[src/rtl/apb_slave_regfile.sv]
// APB3 completer register file with fixed wait states and error response.
// Target device behind the AHB-to-APB bridge.
module apb_slave_regfile #(
    parameter int ADDR_WIDTH  = 32,
    parameter int DATA_WIDTH  = 32,
    parameter int NUM_REGS    = 16,
    parameter int WAIT_STATES = 0
) (
    input  logic                  PCLK,
    input  logic                  PRESET,
    input  logic                  PSEL,
    input  logic                  PENABLE,
    input  logic [ADDR_WIDTH-1:0] PADDR,
    input  logic                  PWRITE,
    input  logic [DATA_WIDTH-1:0] PWDATA,
    output logic [DATA_WIDTH-1:0] PRDATA,
    output logic                  PREADY,
    output logic                  PSLVERR
);

    localparam int IW = (NUM_REGS > 1) ? $clog2(NUM_REGS) : 1;
    localparam logic [3:0] WS = 4'(WAIT_STATES);
    localparam logic [ADDR_WIDTH-3:0] NREG = (ADDR_WIDTH-2)'(NUM_REGS);

    typedef enum logic {
        S_IDLE,
        S_ACCESS
    } state_t;

    state_t                r_state;
    state_t                w_next;
    logic [IW-1:0]         r_idx;
    logic                  r_write;
    logic                  r_err;
    logic [3:0]            r_wcnt;
    logic [DATA_WIDTH-1:0] r_regs [NUM_REGS];

    logic [ADDR_WIDTH-3:0] w_idx;
    logic                  w_err;
    logic                  w_setup;
    logic                  w_access;
    logic                  w_ready;
    logic                  w_commit;

    assign w_idx    = PADDR[ADDR_WIDTH-1:2];
    assign w_err    = (PADDR[1:0] != 2'b00) || (w_idx >= NREG);
    assign w_setup  = PSEL && !PENABLE;
    assign w_access = PSEL && PENABLE;
    assign w_ready  = (r_state == S_ACCESS) && (r_wcnt == WS);
    // An aborted cycle (PSEL low) never commits, even if the count is reached.
    assign w_commit = w_ready && w_access && r_write && !r_err;

    // State register; reset wins over a pending completion.
    always_ff @(posedge PCLK) begin
        if (PRESET) r_state <= S_IDLE;
        else        r_state <= w_next;
    end

    // Next state: setup enters ACCESS, completion or abort returns to IDLE.
    always_comb begin
        w_next = r_state;
        unique case (r_state)
            S_IDLE:   if (w_setup) w_next = S_ACCESS;
            S_ACCESS: if (!PSEL || w_ready) w_next = S_IDLE;
            default:  w_next = S_IDLE;
        endcase
    end

    // Wait counter: cleared while idle, advances on each held access cycle.
    always_ff @(posedge PCLK) begin
        if (PRESET)
            r_wcnt <= '0;
        else if (r_state == S_IDLE)
            r_wcnt <= '0;
        else if (w_access && (r_wcnt != WS))
            r_wcnt <= r_wcnt + 4'd1;
    end

    // Capture index, direction and error status in the setup phase.
    always_ff @(posedge PCLK) begin
        if (PRESET) begin
            r_idx   <= '0;
            r_write <= 1'b0;
            r_err   <= 1'b0;
        end else if ((r_state == S_IDLE) && w_setup) begin
            r_idx   <= PADDR[IW+1:2];
            r_write <= PWRITE;
            r_err   <= w_err;
        end
    end

    // Register array; write data is sampled live on the completing cycle.
    always_ff @(posedge PCLK) begin
        if (PRESET) begin
            for (int i = 0; i < NUM_REGS; i++) r_regs[i] <= '0;
        end else if (w_commit) begin
            r_regs[r_idx] <= PWDATA;
        end
    end

    assign PREADY  = w_ready;
    assign PSLVERR = w_ready && r_err;
    assign PRDATA  = (w_ready && !r_write && !r_err) ? r_regs[r_idx] : '0;

endmodule

[config.mk]
export PLATFORM = sky130hd
export DESIGN_NAME = apb_slave_regfile
export DESIGN_NICKNAME = d
export VERILOG_FILES = /design/src/rtl/apb_slave_regfile.sv
export SDC_FILE = /design/constraint.sdc
export NUM_CORES = 1
export LEC_CHECK = 0
export CORE_AREA = 5 5 206 208
export CTS_CLUSTER_SIZE = 14
export DETAILED_ROUTE_END_ITERATION = 6
export DIE_AREA = 0 0 211 213
export HOLD_SLACK_MARGIN = 0.12
export PLACE_DENSITY = 0.88
export SYNTH_ARGS = -nofsm -noshare
export SYNTH_HDL_FRONTEND = slang
export SYNTH_SLANG_ARGS = --single-unit
[constraint.sdc]
create_clock -name PCLK -period 3.14 [get_ports PCLK]
set_input_delay 0.785 -clock PCLK [delete_from_list [all_inputs] [get_ports PCLK]]
set_output_delay 0.785 -clock PCLK [all_outputs]
set_load 0.005 [all_outputs]
After elaboration in Yosys (flattened, before gate mapping)
Memories as Yosys holds them, arrays and structs flattened. A register that Yosys moved wholly into a read port is not among the register bits.
Index checks and enable logic that the tools add are counted.
- input port bits: 69
- flip-flop bits (word level): 11
- memories kept: 1
- output and inout bits: 34
- RAM bits: 512
- word-level logic and storage cells: 45
- reduce and logical (&&, ||, !) cells: 22
- $add $sub $neg: 1
- bitwise operators: 1
- $lt $le $gt $ge: 1
- muxes and demuxes: 14
- memory list (name ; words ; width ; read ports ; clocked after Yosys merged registers in ; wr ports ; RTL line ; text):
    r_regs ; 16 ; 32 ; 1 ; 1 ; 16 ; 36 ; logic [DATA_WIDTH-1:0] r_regs [NUM_REGS];
- operators by type and width (kind ; count):
    32-bit 2-to-1 mux ; 2
    32-bit OR reduction ; 1
    30-bit by 5-bit greater-or-equal comparator with 1-bit output, second input constant ; 1
    4-bit 2-to-1 mux ; 3
    1-bit logical AND ; 11
    1-bit 2-to-1 mux ; 8
    4-bit by 1-bit adder with 4-bit output, second input constant ; 1
    1-bit logical NOT ; 4
    4-bit logical NOT ; 1
    4-bit nonzero test ; 1
    1-bit logical OR ; 2
    1-bit one-hot mux with 2 select lines ; 1
    2-bit nonzero test ; 1
    2-bit OR reduction ; 1
    1-bit inverter ; 1

Depth between registers and ports, before layout
- depth in word-level cells: 10
- depth in mapped cells: 8

Least setup slack after synthesis
No wires, ideal clock.
- kind: register to output
- start: register with a tool-made name
- end: output port PRDATA[10]
- data arrival time: 1.662 ns
- cell stages (with the launch flop): 6
- setup slack: 0.693 ns
- path buffers: 3
- data required time: 2.355 ns
- path through: dfxtp_1 clkbuf_1 buf_2 clkbuf_1 mux4_2 a221o_1
- RTL lines (element ; RTL line ; text):
    to (decl) ; 16 ; output logic [DATA_WIDTH-1:0] PRDATA,

Worst setup path in the final report
- start: register r_wcnt[1]
- end: output port PRDATA[21]
- word-level cells in the longest chain between the ends: 5
- RTL lines (element ; RTL line ; text):
    from (decl) ; 35 ; logic [3:0] r_wcnt;
    from (signal assigned) ; 76 ; r_wcnt <= r_wcnt + 4'd1;
    4-bit logical NOT ; 49 ; assign w_ready = (r_state == S_ACCESS) && (r_wcnt == WS);
    1-bit logical AND ; 49 ;
    1-bit logical AND (2 in a row) ; 103 ; assign PRDATA = (w_ready && !r_write && !r_err) ? r_regs[r_idx] : '0;
    32-bit 2-to-1 mux ; 103 ;
Every way passes these cells.

==> reports/qor.yml <==
final_layout:
  fin_nets: 1781
  final_common_cell: "and2_1"
  stdcell_count: 2282
  drive_above_1_share_pct: 27.10
  final_cell_mix: "and2_1, edfxtp_1, mux4_2"
  area_growth_pct: 20.67
die:
  rows: 74
  core_sq_um: 40370
  dieArea_sq_um: 44940
  start_util_pct: 59.02
  die_height_um: 213
  ioPinCount: 103
  die_x_um: 211
outcome:
  status: "complete, but fails checks"
  violations: "DRC, setup timing"
worst_hold_path:
  hold_path.class: "reg2reg"
synthesis:
  synth_cell_type_count: 41
  syn-num-nets: 1599
  postSynthCellCount: 1528
  synth_top_family_by_area: "simple AND/OR/NAND/NOR gates"
  yosys_warnings: 0
  syn_area_sq_um: 23830
  synthMuxAreaShare_pct: 12.28
  synthAdderAreaFrac_pct: 0.1050
  synth-simple-area-share_pct: 15.90
  synth-xor-area-share_pct: 0.1103
  yosysSeqAreaShare_pct: 65.79
  synth-compound-area-share_pct: 2.274
  synth.avg_cell_area_sq_um: 15.59
  ys_ff_latch: 527
place:
  gp_congestion: 0.8187
  dpl_worst_slack_ns: -0.04379
  hpwlAfterDp_um: 36350
  io_buffers: 102
  dpl.cell_count: 2129
cts:
  cts_hold_buf: 0
  cts_tree: "yes"
  root_buffer: "clkbuf_16"
  cts_buffer_depth: 3
  insertion_delay_ns: 0.62
  clk_pin_slew_worst_paths_ns: 0.06
  cts_sinks: 527
  numCtsBuffers: 52
  htreeDepth: 2
critical_path:
  crit_path_start_kind: "register"
  crit_start: "r_wcnt[1]$_SDFFE_PP0P_"
  crit_chain: "inv_2 > ha_4 > and4bb_4 > nand4_1 > buf_6 > buf_12 > buf_12 > buf_6 > o22ai_4 > a221o_1 > buf_2"
  r2r-end: "r_regs[0][28]$_SDFFCE_PN0P_"
  r2r-start: "r_wcnt[1]$_SDFFE_PP0P_"
  crit_buf_inv: 6
  path_depth: 11
  crit_arrival_ns: 2.55
  rrSetupSlack_ns: 0.72
  worst_path_largest_cell_delay_ns: 0.32
  path_max_fanout: 8
  crit_required_ns: 2.35
  worstSetupPathType: "reg2out"
  endpoint_kind: "output pin"
  path_delay_family: "buffers and inverters"
  endpoint: "PRDATA[21]"
  crit_slowest_cell: "dfxtp_2"
  rr_worst_depth: 8
timing:
  max_freq_mhz: 299.7
  fin_setup_tns_ns: -3.496
  min_period_over_period_pct: 106.3
  final.setup_skew_ns: 0.03894
  relSlewSlack_pct: 57.41
  min_period_ns: 3.337
  setup_viol: 31
  drv_slew: 0
  setup_slack_ns: -0.1968
  rsz0062_at_grt: "true"
  hold_viol_final: 0
  worst_slew_pin_slew_ns: 0.6380
detailed_routing:
  drt_pass1_iterations: 7
  drc: 3
  wl_per_cell_um: 30.02
  drt-vias-per-instance: 6.556
  vias: 14960
  drt_iter0_drc: 2235
  routed_wl_um: 68500
  postRouteAntennaNets: 0
global_route:
  grt_max_degree: 36
  grt_pass1_wl_um: 98670
  grtUsageTotal_pct: 29.97
  grt-ovfl-total: 0
  antenna_found_initial: 4
  first_global_vias: 15680
power:
  vdd.ir_drop.worst_v: 0.0004918
  p_leak_nw: 10.59
  power_density_nw_per_um2: 524.5
flow_run:
  maxCapViolCount: 0
==> cell type report <==
type / count / area [sq um]
multi-input combinational: 810 / 7745
sequential: 527 / 15690
inverter: 65 / 244.0
fill: 2301 / 11620
clock inverter: 22 / 168.9
timing repair buffer: 254 / 2789
clock buffer: 71 / 1445
antenna: 1 / 2.502
tap: 532 / 665.6
==> metrics by stage <==
stage | util (%) | instance area (sq um) | total power [mW] | hold slack [ns]
2_1_floorplan | - | 23830 | 8.598 | 0.4768
6_report | 71.22 | 28750 | 15.08 | 0.5672
5_1_grt | 71.22 | 28750 | 15.47 | 0.5981
3_5_place_dp | 64.60 | 26080 | 9.070 | 0.5332
3_3_place_gp | 64.60 | 26080 | 9.023 | 0.5212
4_1_cts | 70.49 | 28460 | 15.00 | 0.5521
==> worst min path at each step <==
stage / slack, ns / end / from / depth (start not counted)
after CTS: 0.55 / r_wcnt[3]$_SDFFE_PP0P_ / r_wcnt[3]$_SDFFE_PP0P_ / 2
after detailed placement: 0.53 / r_wcnt[3]$_SDFFE_PP0P_ / r_wcnt[3]$_SDFFE_PP0P_ / 2
after global placement: 0.52 / r_wcnt[3]$_SDFFE_PP0P_ / r_wcnt[3]$_SDFFE_PP0P_ / 2
final: 0.57 / r_wcnt[3]$_SDFFE_PP0P_ / r_wcnt[3]$_SDFFE_PP0P_ / 2
after global routing: 0.60 / r_wcnt[3]$_SDFFE_PP0P_ / r_wcnt[3]$_SDFFE_PP0P_ / 2
after floorplan: 0.48 / r_write$_SDFFE_PP0P_ / r_write$_SDFFE_PP0P_ / 2
==> worst min-delay path, delay by kind of cell (launching register included) <==
kind	cells	cell delay, ns
xor+xnor	1	0.09
simple gates	1	0.07
flops	1	0.37
==> layer usage <==
layer	part of all wire, %	GRT usage [%]	wire length [um]
met1	32	36.96	22140
met5	0	0	0
met4	5.0	14.53	3416
met2	50	50.01	34560
met3	12	7.714	8394
==> cell families (layout without fill, tap and decap cells) <==
| logic type | count (synthesis) | after routing |
|---|---|---|
| DFF | 527 | 527 |
| other | 0 | 1 |
| AOI/OAI and AO/OA | 68 | 68 |
| xor gates and xnor gates | 3 | 3 |
| muxes | 136 | 136 |
| and+or+nand+nor | 601 | 601 |
| buffers and inverters | 191 | 412 |
| adders and majority gates | 2 | 2 |
==> report_power, final <==
group / switching [mW] / leakage [nW] / internal [mW]
logic: 0.587 / 4.38 / 0.459
registers: 0.0956 / 5.42 / 7.91
clock network: 2.65 / 0.788 / 3.38
==> flip-flops by register name, indices dropped and copies added (netlist names), named ones only <==
| signal | cells |
|---|---|
| r_regs | 512 |
| r_idx | 4 |
| r_wcnt | 4 |
| r_err | 1 |
| r_state | 1 |
| r_write | 1 |
==> repair_timing <==
| action | CTS | global route |
|---|---|---|
| setup buffers | 44 | 11 |
| gates resized for setup | 169 | 84 |
| cloned | 5 | 3 |
| endpoints found under the setup margin | 32 | 31 |
| pin swaps | 12 | 24 |
==> cells in the mapped netlist (all sizes together) <==
master | instances | share of area [%]
and4b | 1 | 0.047
nor2 | 26 | 0.46
o21ai | 1 | 0.021
dfxtp | 15 | 1.3
a2bb2oi | 1 | 0.037
inv | 55 | 0.87
nand4 | 3 | 0.079
a221o | 31 | 1.3
nand2b | 3 | 0.079
nor2b | 4 | 0.11
mux2i | 11 | 0.46
clkbuf | 78 | 1.3
xnor2 | 3 | 0.11
clkinv | 10 | 0.16
and4bb | 1 | 0.053
a21oi | 2 | 0.042
nand2 | 4 | 0.063
nor4b | 1 | 0.037
a22oi | 1 | 0.032
nor3b | 3 | 0.12
buf | 48 | 1.2
nand3 | 5 | 0.11
o22ai | 31 | 0.81
ha | 2 | 0.11
nor3 | 8 | 0.29
edfxtp | 512 | 65
nor4 | 7 | 0.18
nand4b | 5 | 0.36
a31oi | 1 | 0.026
or2 | 16 | 0.42
and2 | 514 | 13
mux4 | 125 | 12
Note: power is estimated with default switching activity, not from simulation.
